File: src/rtl/ram_sp_arbiter_if.sv
// Requester-side command/response bundle for the two ports of ram_sp_arbiter.
interface ram_sp_arbiter_if;
    localparam int unsigned AW = 8;
    localparam int unsigned DW = 8;

    logic          a_req;
    logic          a_we;
    logic [AW-1:0] a_addr;
    logic [DW-1:0] a_wdata;
    logic          a_gnt;
    logic          a_rvalid;
    logic [DW-1:0] a_rdata;

    logic          b_req;
    logic          b_we;
    logic [AW-1:0] b_addr;
    logic [DW-1:0] b_wdata;
    logic          b_gnt;
    logic          b_rvalid;
    logic [DW-1:0] b_rdata;

    modport master (
        output a_req, a_we, a_addr, a_wdata,
        input  a_gnt, a_rvalid, a_rdata,
        output b_req, b_we, b_addr, b_wdata,
        input  b_gnt, b_rvalid, b_rdata
    );

    modport slave (
        input  a_req, a_we, a_addr, a_wdata,
        output a_gnt, a_rvalid, a_rdata,
        input  b_req, b_we, b_addr, b_wdata,
        output b_gnt, b_rvalid, b_rdata
    );
endinterface

File: src/rtl/ram_sp_arbiter.sv
// Two-port round-robin arbiter/sequencer in front of a single-port 8x256 RAM.
// Read results are steered back to their originator via a latency-matched tag pipe.
module ram_sp_arbiter #(
    parameter int unsigned RD_LAT = 2
) (
    input  logic                   clk,
    input  logic                   rst,
    ram_sp_arbiter_if.slave        bus,
    output logic [7:0]             ram_address,
    output logic [7:0]             ram_data,
    output logic                   ram_wren,
    output logic                   ram_rden,
    input  logic [7:0]             ram_q
);
    localparam int unsigned AW   = 8;
    localparam int unsigned DW   = 8;
    localparam int unsigned LAST = RD_LAT - 1;
    localparam logic PORT_A = 1'b0;
    localparam logic PORT_B = 1'b1;

    logic          last_q, last_d;
    logic          a_gnt_c, b_gnt_c, accept_c;
    logic          sel_we_c;
    logic [AW-1:0] sel_addr_c;
    logic [DW-1:0] sel_wdata_c;

    logic [AW-1:0] addr_q, addr_d;
    logic [DW-1:0] data_q, data_d;
    logic          wren_q, wren_d;
    logic          rden_q, rden_d;
    logic          port_q, port_d;

    logic [RD_LAT-1:0] tag_vld_q, tag_vld_d;
    logic [RD_LAT-1:0] tag_port_q, tag_port_d;

    logic          a_rvalid_q, a_rvalid_d;
    logic          b_rvalid_q, b_rvalid_d;
    logic [DW-1:0] a_rdata_q, a_rdata_d;
    logic [DW-1:0] b_rdata_q, b_rdata_d;

    // Round-robin grant: contention goes to the port that did not win last time.
    always_comb begin
        a_gnt_c = 1'b0;
        b_gnt_c = 1'b0;
        last_d  = last_q;
        if (!rst) begin
            a_gnt_c = bus.a_req && (!bus.b_req || (last_q == PORT_B));
            b_gnt_c = bus.b_req && (!bus.a_req || (last_q == PORT_A));
        end
        if (a_gnt_c) begin
            last_d = PORT_A;
        end else if (b_gnt_c) begin
            last_d = PORT_B;
        end
    end

    assign accept_c = a_gnt_c || b_gnt_c;

    // Issue stage: register the accepted command onto the RAM port.
    always_comb begin
        sel_we_c    = b_gnt_c ? bus.b_we    : bus.a_we;
        sel_addr_c  = b_gnt_c ? bus.b_addr  : bus.a_addr;
        sel_wdata_c = b_gnt_c ? bus.b_wdata : bus.a_wdata;
        addr_d      = addr_q;
        data_d      = data_q;
        wren_d      = 1'b0;
        rden_d      = 1'b0;
        port_d      = port_q;
        if (accept_c) begin
            addr_d = sel_addr_c;
            wren_d = sel_we_c;
            rden_d = !sel_we_c;
            port_d = b_gnt_c;
            if (sel_we_c) begin
                data_d = sel_wdata_c;
            end
        end
    end

    // Return path: tag pipe tracks each read until q is valid, then registers it out.
    always_comb begin
        tag_vld_d     = '0;
        tag_port_d    = '0;
        tag_vld_d[0]  = rden_q;
        tag_port_d[0] = port_q;
        for (int unsigned k = 1; k < RD_LAT; k++) begin
            tag_vld_d[k]  = tag_vld_q[k-1];
            tag_port_d[k] = tag_port_q[k-1];
        end
        a_rvalid_d = tag_vld_q[LAST] && (tag_port_q[LAST] == PORT_A);
        b_rvalid_d = tag_vld_q[LAST] && (tag_port_q[LAST] == PORT_B);
        a_rdata_d  = a_rvalid_d ? ram_q : a_rdata_q;
        b_rdata_d  = b_rvalid_d ? ram_q : b_rdata_q;
    end

    // State registers with synchronous reset.
    always_ff @(posedge clk) begin
        if (rst) begin
            last_q     <= PORT_B;
            addr_q     <= '0;
            data_q     <= '0;
            wren_q     <= 1'b0;
            rden_q     <= 1'b0;
            port_q     <= 1'b0;
            tag_vld_q  <= '0;
            tag_port_q <= '0;
            a_rvalid_q <= 1'b0;
            b_rvalid_q <= 1'b0;
            a_rdata_q  <= '0;
            b_rdata_q  <= '0;
        end else begin
            last_q     <= last_d;
            addr_q     <= addr_d;
            data_q     <= data_d;
            wren_q     <= wren_d;
            rden_q     <= rden_d;
            port_q     <= port_d;
            tag_vld_q  <= tag_vld_d;
            tag_port_q <= tag_port_d;
            a_rvalid_q <= a_rvalid_d;
            b_rvalid_q <= b_rvalid_d;
            a_rdata_q  <= a_rdata_d;
            b_rdata_q  <= b_rdata_d;
        end
    end

    assign bus.a_gnt    = a_gnt_c;
    assign bus.b_gnt    = b_gnt_c;
    assign bus.a_rvalid = a_rvalid_q;
    assign bus.b_rvalid = b_rvalid_q;
    assign bus.a_rdata  = a_rdata_q;
    assign bus.b_rdata  = b_rdata_q;
    assign ram_address  = addr_q;
    assign ram_data     = data_q;
    assign ram_wren     = wren_q;
    assign ram_rden     = rden_q;
endmodule

File: src/flat_wrapper.sv
// flat-port wrapper written by rule: the top's interface ports become plain ports
module ram_sp_arbiter_flat 
#(
    parameter int unsigned RD_LAT = 2
)
  (clk, rst, ram_address, ram_data, ram_wren, ram_rden, ram_q, bus_a_req, bus_a_we, bus_a_addr, bus_a_wdata, bus_a_gnt, bus_a_rvalid, bus_a_rdata, bus_b_req, bus_b_we, bus_b_addr, bus_b_wdata, bus_b_gnt, bus_b_rvalid, bus_b_rdata);
  ram_sp_arbiter_if bus_i ();
  input  logic clk;
  input  logic rst;
  output logic [7:0] ram_address;
  output logic [7:0] ram_data;
  output logic ram_wren;
  output logic ram_rden;
  input  logic [7:0] ram_q;
  input wire logic [$bits(bus_i.a_req)-1:0] bus_a_req;
  input wire logic [$bits(bus_i.a_we)-1:0] bus_a_we;
  input wire logic [$bits(bus_i.a_addr)-1:0] bus_a_addr;
  input wire logic [$bits(bus_i.a_wdata)-1:0] bus_a_wdata;
  output wire logic [$bits(bus_i.a_gnt)-1:0] bus_a_gnt;
  output wire logic [$bits(bus_i.a_rvalid)-1:0] bus_a_rvalid;
  output wire logic [$bits(bus_i.a_rdata)-1:0] bus_a_rdata;
  input wire logic [$bits(bus_i.b_req)-1:0] bus_b_req;
  input wire logic [$bits(bus_i.b_we)-1:0] bus_b_we;
  input wire logic [$bits(bus_i.b_addr)-1:0] bus_b_addr;
  input wire logic [$bits(bus_i.b_wdata)-1:0] bus_b_wdata;
  output wire logic [$bits(bus_i.b_gnt)-1:0] bus_b_gnt;
  output wire logic [$bits(bus_i.b_rvalid)-1:0] bus_b_rvalid;
  output wire logic [$bits(bus_i.b_rdata)-1:0] bus_b_rdata;
  assign bus_i.a_req = bus_a_req;
  assign bus_i.a_we = bus_a_we;
  assign bus_i.a_addr = bus_a_addr;
  assign bus_i.a_wdata = bus_a_wdata;
  assign bus_a_gnt = bus_i.a_gnt;
  assign bus_a_rvalid = bus_i.a_rvalid;
  assign bus_a_rdata = bus_i.a_rdata;
  assign bus_i.b_req = bus_b_req;
  assign bus_i.b_we = bus_b_we;
  assign bus_i.b_addr = bus_b_addr;
  assign bus_i.b_wdata = bus_b_wdata;
  assign bus_b_gnt = bus_i.b_gnt;
  assign bus_b_rvalid = bus_i.b_rvalid;
  assign bus_b_rdata = bus_i.b_rdata;
  ram_sp_arbiter #(.RD_LAT(RD_LAT)) u_core (.clk(clk), .rst(rst), .bus(bus_i), .ram_address(ram_address), .ram_data(ram_data), .ram_wren(ram_wren), .ram_rden(ram_rden), .ram_q(ram_q));
endmodule
File: config.mk
export PLATFORM = sky130hd
export DESIGN_NAME = ram_sp_arbiter_flat
export DESIGN_NICKNAME = d
export VERILOG_FILES = /design/src/rtl/ram_sp_arbiter_if.sv /design/src/rtl/ram_sp_arbiter.sv /design/src/flat_wrapper.sv
export SDC_FILE = /design/constraint.sdc
export NUM_CORES = 1
export LEC_CHECK = 0
export ABC_CLOCK_PERIOD_IN_PS = 3600
export BUFFER_PORTS_ARGS = -buffer_cell sky130_fd_sc_hd__buf_4
export CAP_MARGIN = 20
export CORE_ASPECT_RATIO = 0.75
export CORE_MARGIN = 1.5
export CORE_UTILIZATION = 48
export CTS_CLUSTER_SIZE = 24
export DETAILED_ROUTE_END_ITERATION = 12
export PLACE_DENSITY_LB_ADDON = 0.15
export SLEW_MARGIN = 20
export SYNTH_ARGS = -nofsm -noshare
export SYNTH_HDL_FRONTEND = slang
export SYNTH_SLANG_ARGS = --single-unit
File: constraint.sdc
create_clock -name clk -period 3.6 [get_ports clk]
set_input_delay 0.72 -clock clk [delete_from_list [all_inputs] [get_ports clk]]
set_output_delay 0.72 -clock clk [all_outputs]
set_load 0.03 [all_outputs]
==> impl_results.html, run 1 <==
<table>
<tr><th>Metric</th><th>Value</th></tr>
<tr><th colspan="2">Clock network</th></tr>
<tr><td>Total number of clock tree sinks</td><td>42</td></tr>
<tr><td>Cells resized by post-CTS repair</td><td>0</td></tr>
<tr><td>Clock Tree Buf Depth</td><td>2</td></tr>
<tr><td>Clock tree from TritonCTS</td><td>yes</td></tr>
<tr><td>Clock edge transition at the registers on the reported setup and hold paths</td><td>0.08 ns</td></tr>
<tr><td>Buffers inserted by post-CTS timing repair</td><td>0</td></tr>
<tr><td>Worst-Skew Late Latency</td><td>0.29 ns</td></tr>
<tr><td>CTS root buffer</td><td>clkbuf_8</td></tr>
<tr><td>Hold Buf Count CTS</td><td>0</td></tr>
<tr><td>Clock buffer count from CTS</td><td>5</td></tr>
<tr><td>Level count of the clock H-tree</td><td>2</td></tr>
<tr><th colspan="2">Logic synthesis</th></tr>
<tr><td>Number of unique standard cell types used by synthesis</td><td>27</td></tr>
<tr><td>YS warnings</td><td>0</td></tr>
<tr><td>Mean instance size in the synthesized netlist</td><td>9.41 sq um</td></tr>
<tr><td>Synthesized netlist net count</td><td>224</td></tr>
<tr><td>Synth Cell Area</td><td>1680 sq um</td></tr>
<tr><td>Flop and latch count out of synthesis</td><td>42</td></tr>
<tr><td>Mapped Cells</td><td>178</td></tr>
<tr><td>Sequential share of the synthesized area</td><td>50.2%</td></tr>
<tr><th colspan="2">Finish</th></tr>
<tr><td>Final antenna diode count</td><td>0</td></tr>
<tr><td>Number of fillers in the final layout</td><td>257</td></tr>
<tr><td>Post-Route Utilization</td><td>71.5%</td></tr>
<tr><td>Net count, final</td><td>301</td></tr>
<tr><td>Layout overhead on the synthesized area</td><td>41.4%</td></tr>
<tr><td>Area taken by multi-input logic gates</td><td>728 sq um</td></tr>
<tr><td>Non-Filler Instances</td><td>296</td></tr>
<tr><td>Total area of sequential cells</td><td>841 sq um</td></tr>
<tr><td>Share of post-route cells with drive strength above 1</td><td>40.6%</td></tr>
<tr><td>Final Instance Area</td><td>2370 sq um</td></tr>
<tr><th colspan="2">STA</th></tr>
<tr><td>Final number of setup-violating endpoints</td><td>0</td></tr>
<tr><td>Layout Skew</td><td>0.00621 ns</td></tr>
<tr><td>RSZ-0062 raised after global routing</td><td>no</td></tr>
<tr><td>Pins over their slew limit</td><td>0</td></tr>
<tr><td>Accumulated negative setup slack</td><td>0 ns</td></tr>
<tr><td>Post-route minimum period</td><td>2.72 ns</td></tr>
<tr><td>Worst Hold Slack</td><td>0.440 ns</td></tr>
<tr><td>Final clock period utilization by the worst path</td><td>75.5%</td></tr>
<tr><td>Worst-margin pin slew</td><td>0.580 ns</td></tr>
<tr><td>Max Fclk</td><td>0.368 GHz</td></tr>
<tr><td>Fin. Hold Viols</td><td>0</td></tr>
<tr><td>Tightest slew margin relative to the limit</td><td>61.2%</td></tr>
<tr><td>Worst Slack Setup Final</td><td>0.883 ns</td></tr>
<tr><th colspan="2">Drt</th></tr>
<tr><td>DRT antenna net count</td><td>0</td></tr>
<tr><td>Remaining routing DRC violations</td><td>0</td></tr>
<tr><td>Vias after detailed routing</td><td>1519</td></tr>
<tr><td>Violation count after the first detailed-route iteration</td><td>90</td></tr>
<tr><td>Count of TritonRoute iterations in the first routing pass</td><td>4</td></tr>
<tr><td>Post-detailed-routing wire length</td><td>3.77 mm</td></tr>
<tr><td>Detail-routed net length per standard cell</td><td>12.7 microns</td></tr>
<tr><td>Via density</td><td>5.13</td></tr>
<tr><th colspan="2">Setup path</th></tr>
<tr><td>Cell family with most CP delay</td><td>buffers and inverters</td></tr>
<tr><td>CP most frequent cell</td><td>buf_4</td></tr>
<tr><td>Slowest cell on crit path</td><td>nand2b_2</td></tr>
<tr><td>Endpoint arrival time on the critical path</td><td>2.00 ns</td></tr>
<tr><td>Critical path required time</td><td>2.88 ns</td></tr>
<tr><td>Maximum single-stage delay on the critical path</td><td>0.53 ns</td></tr>
<tr><td>Critical Setup Path Class</td><td>in -&gt; out</td></tr>
<tr><td>Critical path endpoint category</td><td>output pin</td></tr>
<tr><td>Crit path max fanout</td><td>38</td></tr>
<tr><td>Startpoint class of the critical path</td><td>input port</td></tr>
<tr><td>Crit path cell chain</td><td>buf_4, nand2b_2, clkinv_4, buf_4</td></tr>
<tr><td>Critical path buffer and inverter count</td><td>3</td></tr>
<tr><th colspan="2">Global routing</th></tr>
<tr><td>Tot GR Track Use</td><td>20.2%</td></tr>
<tr><td>Antenna violations before repair</td><td>0</td></tr>
<tr><td>Maximum number of pins on one net before global-route repair</td><td>39</td></tr>
<tr><td>Wire length of the first global-routing pass</td><td>5.92 mm</td></tr>
<tr><td>Vias in the first global route</td><td>1291</td></tr>
<tr><td>Residual overflow from global routing</td><td>0</td></tr>
<tr><th colspan="2">Placement</th></tr>
<tr><td># port buffers</td><td>83</td></tr>
<tr><td>Placed cells</td><td>288</td></tr>
<tr><td>Post-Place Setup Slack</td><td>0.889 ns</td></tr>
<tr><td>Area after detailed placement</td><td>2250 sq um</td></tr>
<tr><td>Final RePlAce weighted congestion</td><td>0.770</td></tr>
<tr><td>Placed wire-length estimate after detailed placement</td><td>2.77 mm</td></tr>
<tr><th colspan="2">Pwr</th></tr>
<tr><td>P_leak</td><td>1.06 nW</td></tr>
<tr><td>Power per standard cell area</td><td>439 nW/um^2</td></tr>
<tr><td>Tot Pwr</td><td>1.04 mW</td></tr>
<tr><td>Peak VDD IR</td><td>0.000265 V</td></tr>
<tr><th colspan="2">Die</th></tr>
<tr><td>Horizontal die dimension</td><td>71.2 microns</td></tr>
<tr><td>Top-level I/O count</td><td>84</td></tr>
<tr><td>Std-Cell Rows</td><td>18</td></tr>
<tr><td>Initial core utilization</td><td>50.6%</td></tr>
<tr><td>Vert. Die Dim</td><td>54.2 microns</td></tr>
<tr><td>Die ar.</td><td>3860 sq um</td></tr>
<tr><td>Placeable Area</td><td>3310 sq um</td></tr>
<tr><th colspan="2">Run</th></tr>
<tr><td>Max cap viols</td><td>0</td></tr>
<tr><th colspan="2">Outcome</th></tr>
<tr><td>Result of the run</td><td>complete, no violations</td></tr>
<tr><th colspan="2">Min path</th></tr>
<tr><td>Hold/Removal Path Class</td><td>reg -&gt; reg</td></tr>
</table>
path summary, 6_finish.rpt:
check	from	cells after the start	slack (ns)	end
worst min register to register	u_core.tag_port_q[0]	1	0.44	u_core.tag_port_q[1]
worst min-delay path	u_core.tag_port_q[0]	1	0.44	u_core.tag_port_q[1]
worst max-delay path	rst	4	0.88	bus_b_gnt
worst max register to register	u_core.last_q	4	2.01	u_core.ram_data[2]
logic make-up after synthesis:
logic type | Yosys count | synth area share, %
DFF | 42 | 50.2
AOI/OAI and AO/OA | 38 | 18.9
and+or+nand+nor | 75 | 19.8
buffers and inverters | 15 | 6.35
muxes | 8 | 4.78
Yosys cell counts:
cell,n,share of area (%)
dfxtp_1,42,50
nand2_1,42,9.4
a21oi_1,17,5.1
nor2_1,12,2.7
a311oi_2,8,7.2
mux2i_1,8,4.8
nand3_1,8,2.4
o2bb2ai_1,8,4.2
nor2b_1,6,2.2
buf_2,4,1.2
buf_1,3,0.67
buf_6,3,2.0
nand2b_1,3,1.1
a21boi_2,1,0.67
a32oi_1,1,0.52
buf_12,1,1.2
clkbuf_1,1,0.22
clkbuf_2,1,0.30
clkinv_4,1,0.52
inv_1,1,0.22
nand2_2,1,0.37
nand2b_2,1,0.52
nor2_4,1,0.67
o21ai_0,1,0.30
o21bai_1,1,0.45
o32ai_1,1,0.52
or2_0,1,0.37
sequential cells by signal, indices dropped and copies added (netlist names):
name                 cells
u_core.ram_data          8
u_core.tag_port_q        2
u_core.bus.b_rvalid      1
u_core.tag_vld_q         2
u_core.bus.a_rdata       8
u_core.ram_wren          1
u_core.ram_address       8
u_core.bus.b_rdata       8
u_core.port_q            1
u_core.ram_rden          1
u_core.last_q            1
u_core.bus.a_rvalid      1
layer usage:
metal	vias up	GRT usage, %	share of wire (%)
met2	53	30.9	44
met5	-	0	0
met1	699	27.5	47
met4	0	7.55	1.2
li1	761	-	-
met3	6	5.62	7.3
power breakdown:
group / internal (mW) / switching [mW] / total, mW
clock: 0.206 / 0.166 / 0.372
combinational: 0.0785 / 0.0928 / 0.171
sequential: 0.485 / 0.0120 / 0.497
placed cells by master, fill, tap and decap left out, types with 2 or more instances in the layout:
master / n
a21oi_1: 17
a311oi_2: 8
buf_4: 83
clkbuf_8: 5
clkinvlp_4: 2
dfxtp_1: 42
mux2i_1: 8
nand2_1: 42
nand2b_1: 3
nand3_1: 8
nor2_1: 12
nor2b_1: 6
o2bb2ai_1: 8
area by class of cell:
type	count	area share, %
Clock inverter	3	1.90
Tap cell	40	2.11
Sequential cell	42	35.5
Clock buffer	5	2.91
Multi-Input combinational cell	121	30.7
Timing Repair Buffer	83	26.3
Inverter	2	0.528
Note: power is estimated with default switching activity, not from simulation.
==> run 2, diff against run 1 <==
Settings changed: ABC_CLOCK_PERIOD_IN_PS 3600 to 2330, CORE_UTILIZATION 48 to 40.
Clock period 3.6 ns to 2.33 ns, I/O delays scaled along.
==> impl_results.html, run 2 (synthesis gave the netlist of run 1 again) <==
<table>
<tr><th>Metric</th><th>Value</th></tr>
<tr><th colspan="2">Clock network</th></tr>
<tr><td>CTS root buffer</td><td>clkbuf_8</td></tr>
<tr><td>Total number of clock tree sinks</td><td>42</td></tr>
<tr><td>Clock buffer count from CTS</td><td>5</td></tr>
<tr><td>Hold Buf Count CTS</td><td>0</td></tr>
<tr><td>Clock Tree Buf Depth</td><td>2</td></tr>
<tr><td>Cells resized by post-CTS repair</td><td>0</td></tr>
<tr><td>Buffers inserted by post-CTS timing repair</td><td>0</td></tr>
<tr><td>Worst-Skew Late Latency</td><td>0.28 ns</td></tr>
<tr><td>Clock tree from TritonCTS</td><td>yes</td></tr>
<tr><td>Clock edge transition at the registers on the reported setup and hold paths</td><td>0.07 ns</td></tr>
<tr><td>Level count of the clock H-tree</td><td>2</td></tr>
<tr><th colspan="2">STA</th></tr>
<tr><td>Post-route minimum period</td><td>1.64 ns</td></tr>
<tr><td>Worst-margin pin slew</td><td>0.560 ns</td></tr>
<tr><td>Layout Skew</td><td>0.00632 ns</td></tr>
<tr><td>Final clock period utilization by the worst path</td><td>70.3%</td></tr>
<tr><td>RSZ-0062 raised after global routing</td><td>no</td></tr>
<tr><td>Accumulated negative setup slack</td><td>0 ns</td></tr>
<tr><td>Worst Slack Setup Final</td><td>0.693 ns</td></tr>
<tr><td>Fin. Hold Viols</td><td>0</td></tr>
<tr><td>Worst Hold Slack</td><td>0.383 ns</td></tr>
<tr><td>Max Fclk</td><td>0.611 GHz</td></tr>
<tr><td>Final number of setup-violating endpoints</td><td>0</td></tr>
<tr><td>Pins over their slew limit</td><td>0</td></tr>
<tr><td>Tightest slew margin relative to the limit</td><td>62.6%</td></tr>
<tr><th colspan="2">Outcome</th></tr>
<tr><td>Result of the run</td><td>complete, no violations</td></tr>
<tr><th colspan="2">Finish</th></tr>
<tr><td>Number of fillers in the final layout</td><td>391</td></tr>
<tr><td>Total area of sequential cells</td><td>841 sq um</td></tr>
<tr><td>Layout overhead on the synthesized area</td><td>41.2%</td></tr>
<tr><td>Final antenna diode count</td><td>0</td></tr>
<tr><td>Commonest non-fill, non-tap cell in the layout</td><td>buf_4</td></tr>
<tr><td>Share of post-route cells with drive strength above 1</td><td>40.1%</td></tr>
<tr><td>Post-Route Utilization</td><td>58.7%</td></tr>
<tr><td>Leading cell types in the layout, fill and taps excluded</td><td>85 x buf_4, 42 x nand2_1, 42 x dfxtp_1</td></tr>
<tr><td>Area taken by multi-input logic gates</td><td>728 sq um</td></tr>
<tr><td>Net count, final</td><td>303</td></tr>
<tr><th colspan="2">Setup path</th></tr>
<tr><td>Capture instance of the worst register-to-register path</td><td>u_core.ram_data[7]</td></tr>
<tr><td>Critical path required time</td><td>1.86 ns</td></tr>
<tr><td>Crit path max fanout</td><td>16</td></tr>
<tr><td>Reg-to-reg slack, setup</td><td>0.84 ns</td></tr>
<tr><td>Startpoint class of the critical path</td><td>input port</td></tr>
<tr><td>Endpoint arrival time on the critical path</td><td>1.17 ns</td></tr>
<tr><td>Critical Setup Path Class</td><td>in -&gt; out</td></tr>
<tr><td>Critical path endpoint category</td><td>output pin</td></tr>
<tr><td>CP endpoint</td><td>bus_b_gnt</td></tr>
<tr><td>Launch point of the worst path</td><td>rst</td></tr>
<tr><td>R2R depth</td><td>4</td></tr>
<tr><td>Reg2Reg Launch Point</td><td>u_core.last_q</td></tr>
<tr><th colspan="2">Die</th></tr>
<tr><td>Std-Cell Rows</td><td>20</td></tr>
<tr><td>Placeable Area</td><td>4030 sq um</td></tr>
<tr><td>Die ar.</td><td>4590 sq um</td></tr>
<tr><td>Initial core utilization</td><td>41.6%</td></tr>
<tr><td>Vert. Die Dim</td><td>59.0 microns</td></tr>
<tr><td>Horizontal die dimension</td><td>77.7 microns</td></tr>
<tr><td>Top-level I/O count</td><td>84</td></tr>
<tr><th colspan="2">Drt</th></tr>
<tr><td>DRT antenna net count</td><td>0</td></tr>
<tr><td>Remaining routing DRC violations</td><td>0</td></tr>
<tr><td>Violation count after the first detailed-route iteration</td><td>58</td></tr>
<tr><td>Count of TritonRoute iterations in the first routing pass</td><td>4</td></tr>
<tr><td>Post-detailed-routing wire length</td><td>3.80 mm</td></tr>
<tr><td>Vias after detailed routing</td><td>1446</td></tr>
<tr><td>Detail-routed net length per standard cell</td><td>12.2 microns</td></tr>
<tr><td>Via density</td><td>4.63</td></tr>
<tr><th colspan="2">Global routing</th></tr>
<tr><td>Wire length of the first global-routing pass</td><td>6.27 mm</td></tr>
<tr><td>Antenna violations before repair</td><td>0</td></tr>
<tr><td>Vias in the first global route</td><td>1362</td></tr>
<tr><td>Tot GR Track Use</td><td>17.5%</td></tr>
<tr><td>Maximum number of pins on one net before global-route repair</td><td>24</td></tr>
<tr><td>Residual overflow from global routing</td><td>0</td></tr>
<tr><th colspan="2">Pwr</th></tr>
<tr><td>P_leak</td><td>1.06 nW</td></tr>
<tr><td>Power per standard cell area</td><td>616 nW/um^2</td></tr>
<tr><td>Peak VDD IR</td><td>0.000334 V</td></tr>
<tr><td>Tot Pwr</td><td>1.46 mW</td></tr>
<tr><th colspan="2">Min path</th></tr>
<tr><td>Hold/Removal Path Class</td><td>in -&gt; reg</td></tr>
<tr><td>Number of stages on the worst hold path</td><td>2</td></tr>
<tr><th colspan="2">Placement</th></tr>
<tr><td>Final RePlAce weighted congestion</td><td>0.732</td></tr>
<tr><td># port buffers</td><td>83</td></tr>
<tr><td>Placed wire-length estimate after detailed placement</td><td>2.79 mm</td></tr>
<tr><td>Post-Place Setup Slack</td><td>0.634 ns</td></tr>
<tr><th colspan="2">Run</th></tr>
<tr><td>Max cap viols</td><td>0</td></tr>
</table>
[run 2: worst max-delay path, stage by stage]
cell	delay, ns
buf_4	0.23
nand2b_2	0.20
clkinv_4	0.09
buf_4	0.17
[run 2: stage by stage]
stage	instances	instance area [sq um]
floorplan	178	1680
global placement	305	2290
detailed placement	305	2290
CTS	312	2360
global route	312	2360
finish	312	2360
[run 2: how the worst min path moves through the flow]
stage / slack (ns) / end / from
after floorplan: 0.41 / u_core.tag_port_q[1] / u_core.tag_port_q[0]
after global placement: 0.43 / u_core.tag_vld_q[1] / u_core.tag_vld_q[0]
after detailed placement: 0.43 / u_core.tag_vld_q[1] / u_core.tag_vld_q[0]
after CTS: 0.37 / u_core.ram_rden / bus_b_we
after global routing: 0.38 / u_core.ram_rden / bus_b_we
final: 0.38 / u_core.ram_rden / bus_b_we
[run 2: area by class of cell]
cell class,count,share of cell area (%)
timing repair buffer,85,27.0
clock buffer,7,3.23
tap,55,2.91
multi-input combinational,121,30.8
sequential,42,35.6
inverter,2,0.529
[run 2: routing by layer]
metal / up-vias / GRT usage (%) / share of wire, %
met5: - / 0 / 0
met4: 0 / 3.90 / 0.42
met3: 2 / 6.92 / 6.1
met2: 45 / 25.3 / 44
met1: 638 / 24.5 / 49
li1: 761 / - / -
[run 2: report_power, final]
part	switching, mW	internal [mW]	leakage, nW
Clock	0.217	0.206	0.0383
Sequential	0.0179	0.749	0.343
Combinational	0.143	0.123	0.676
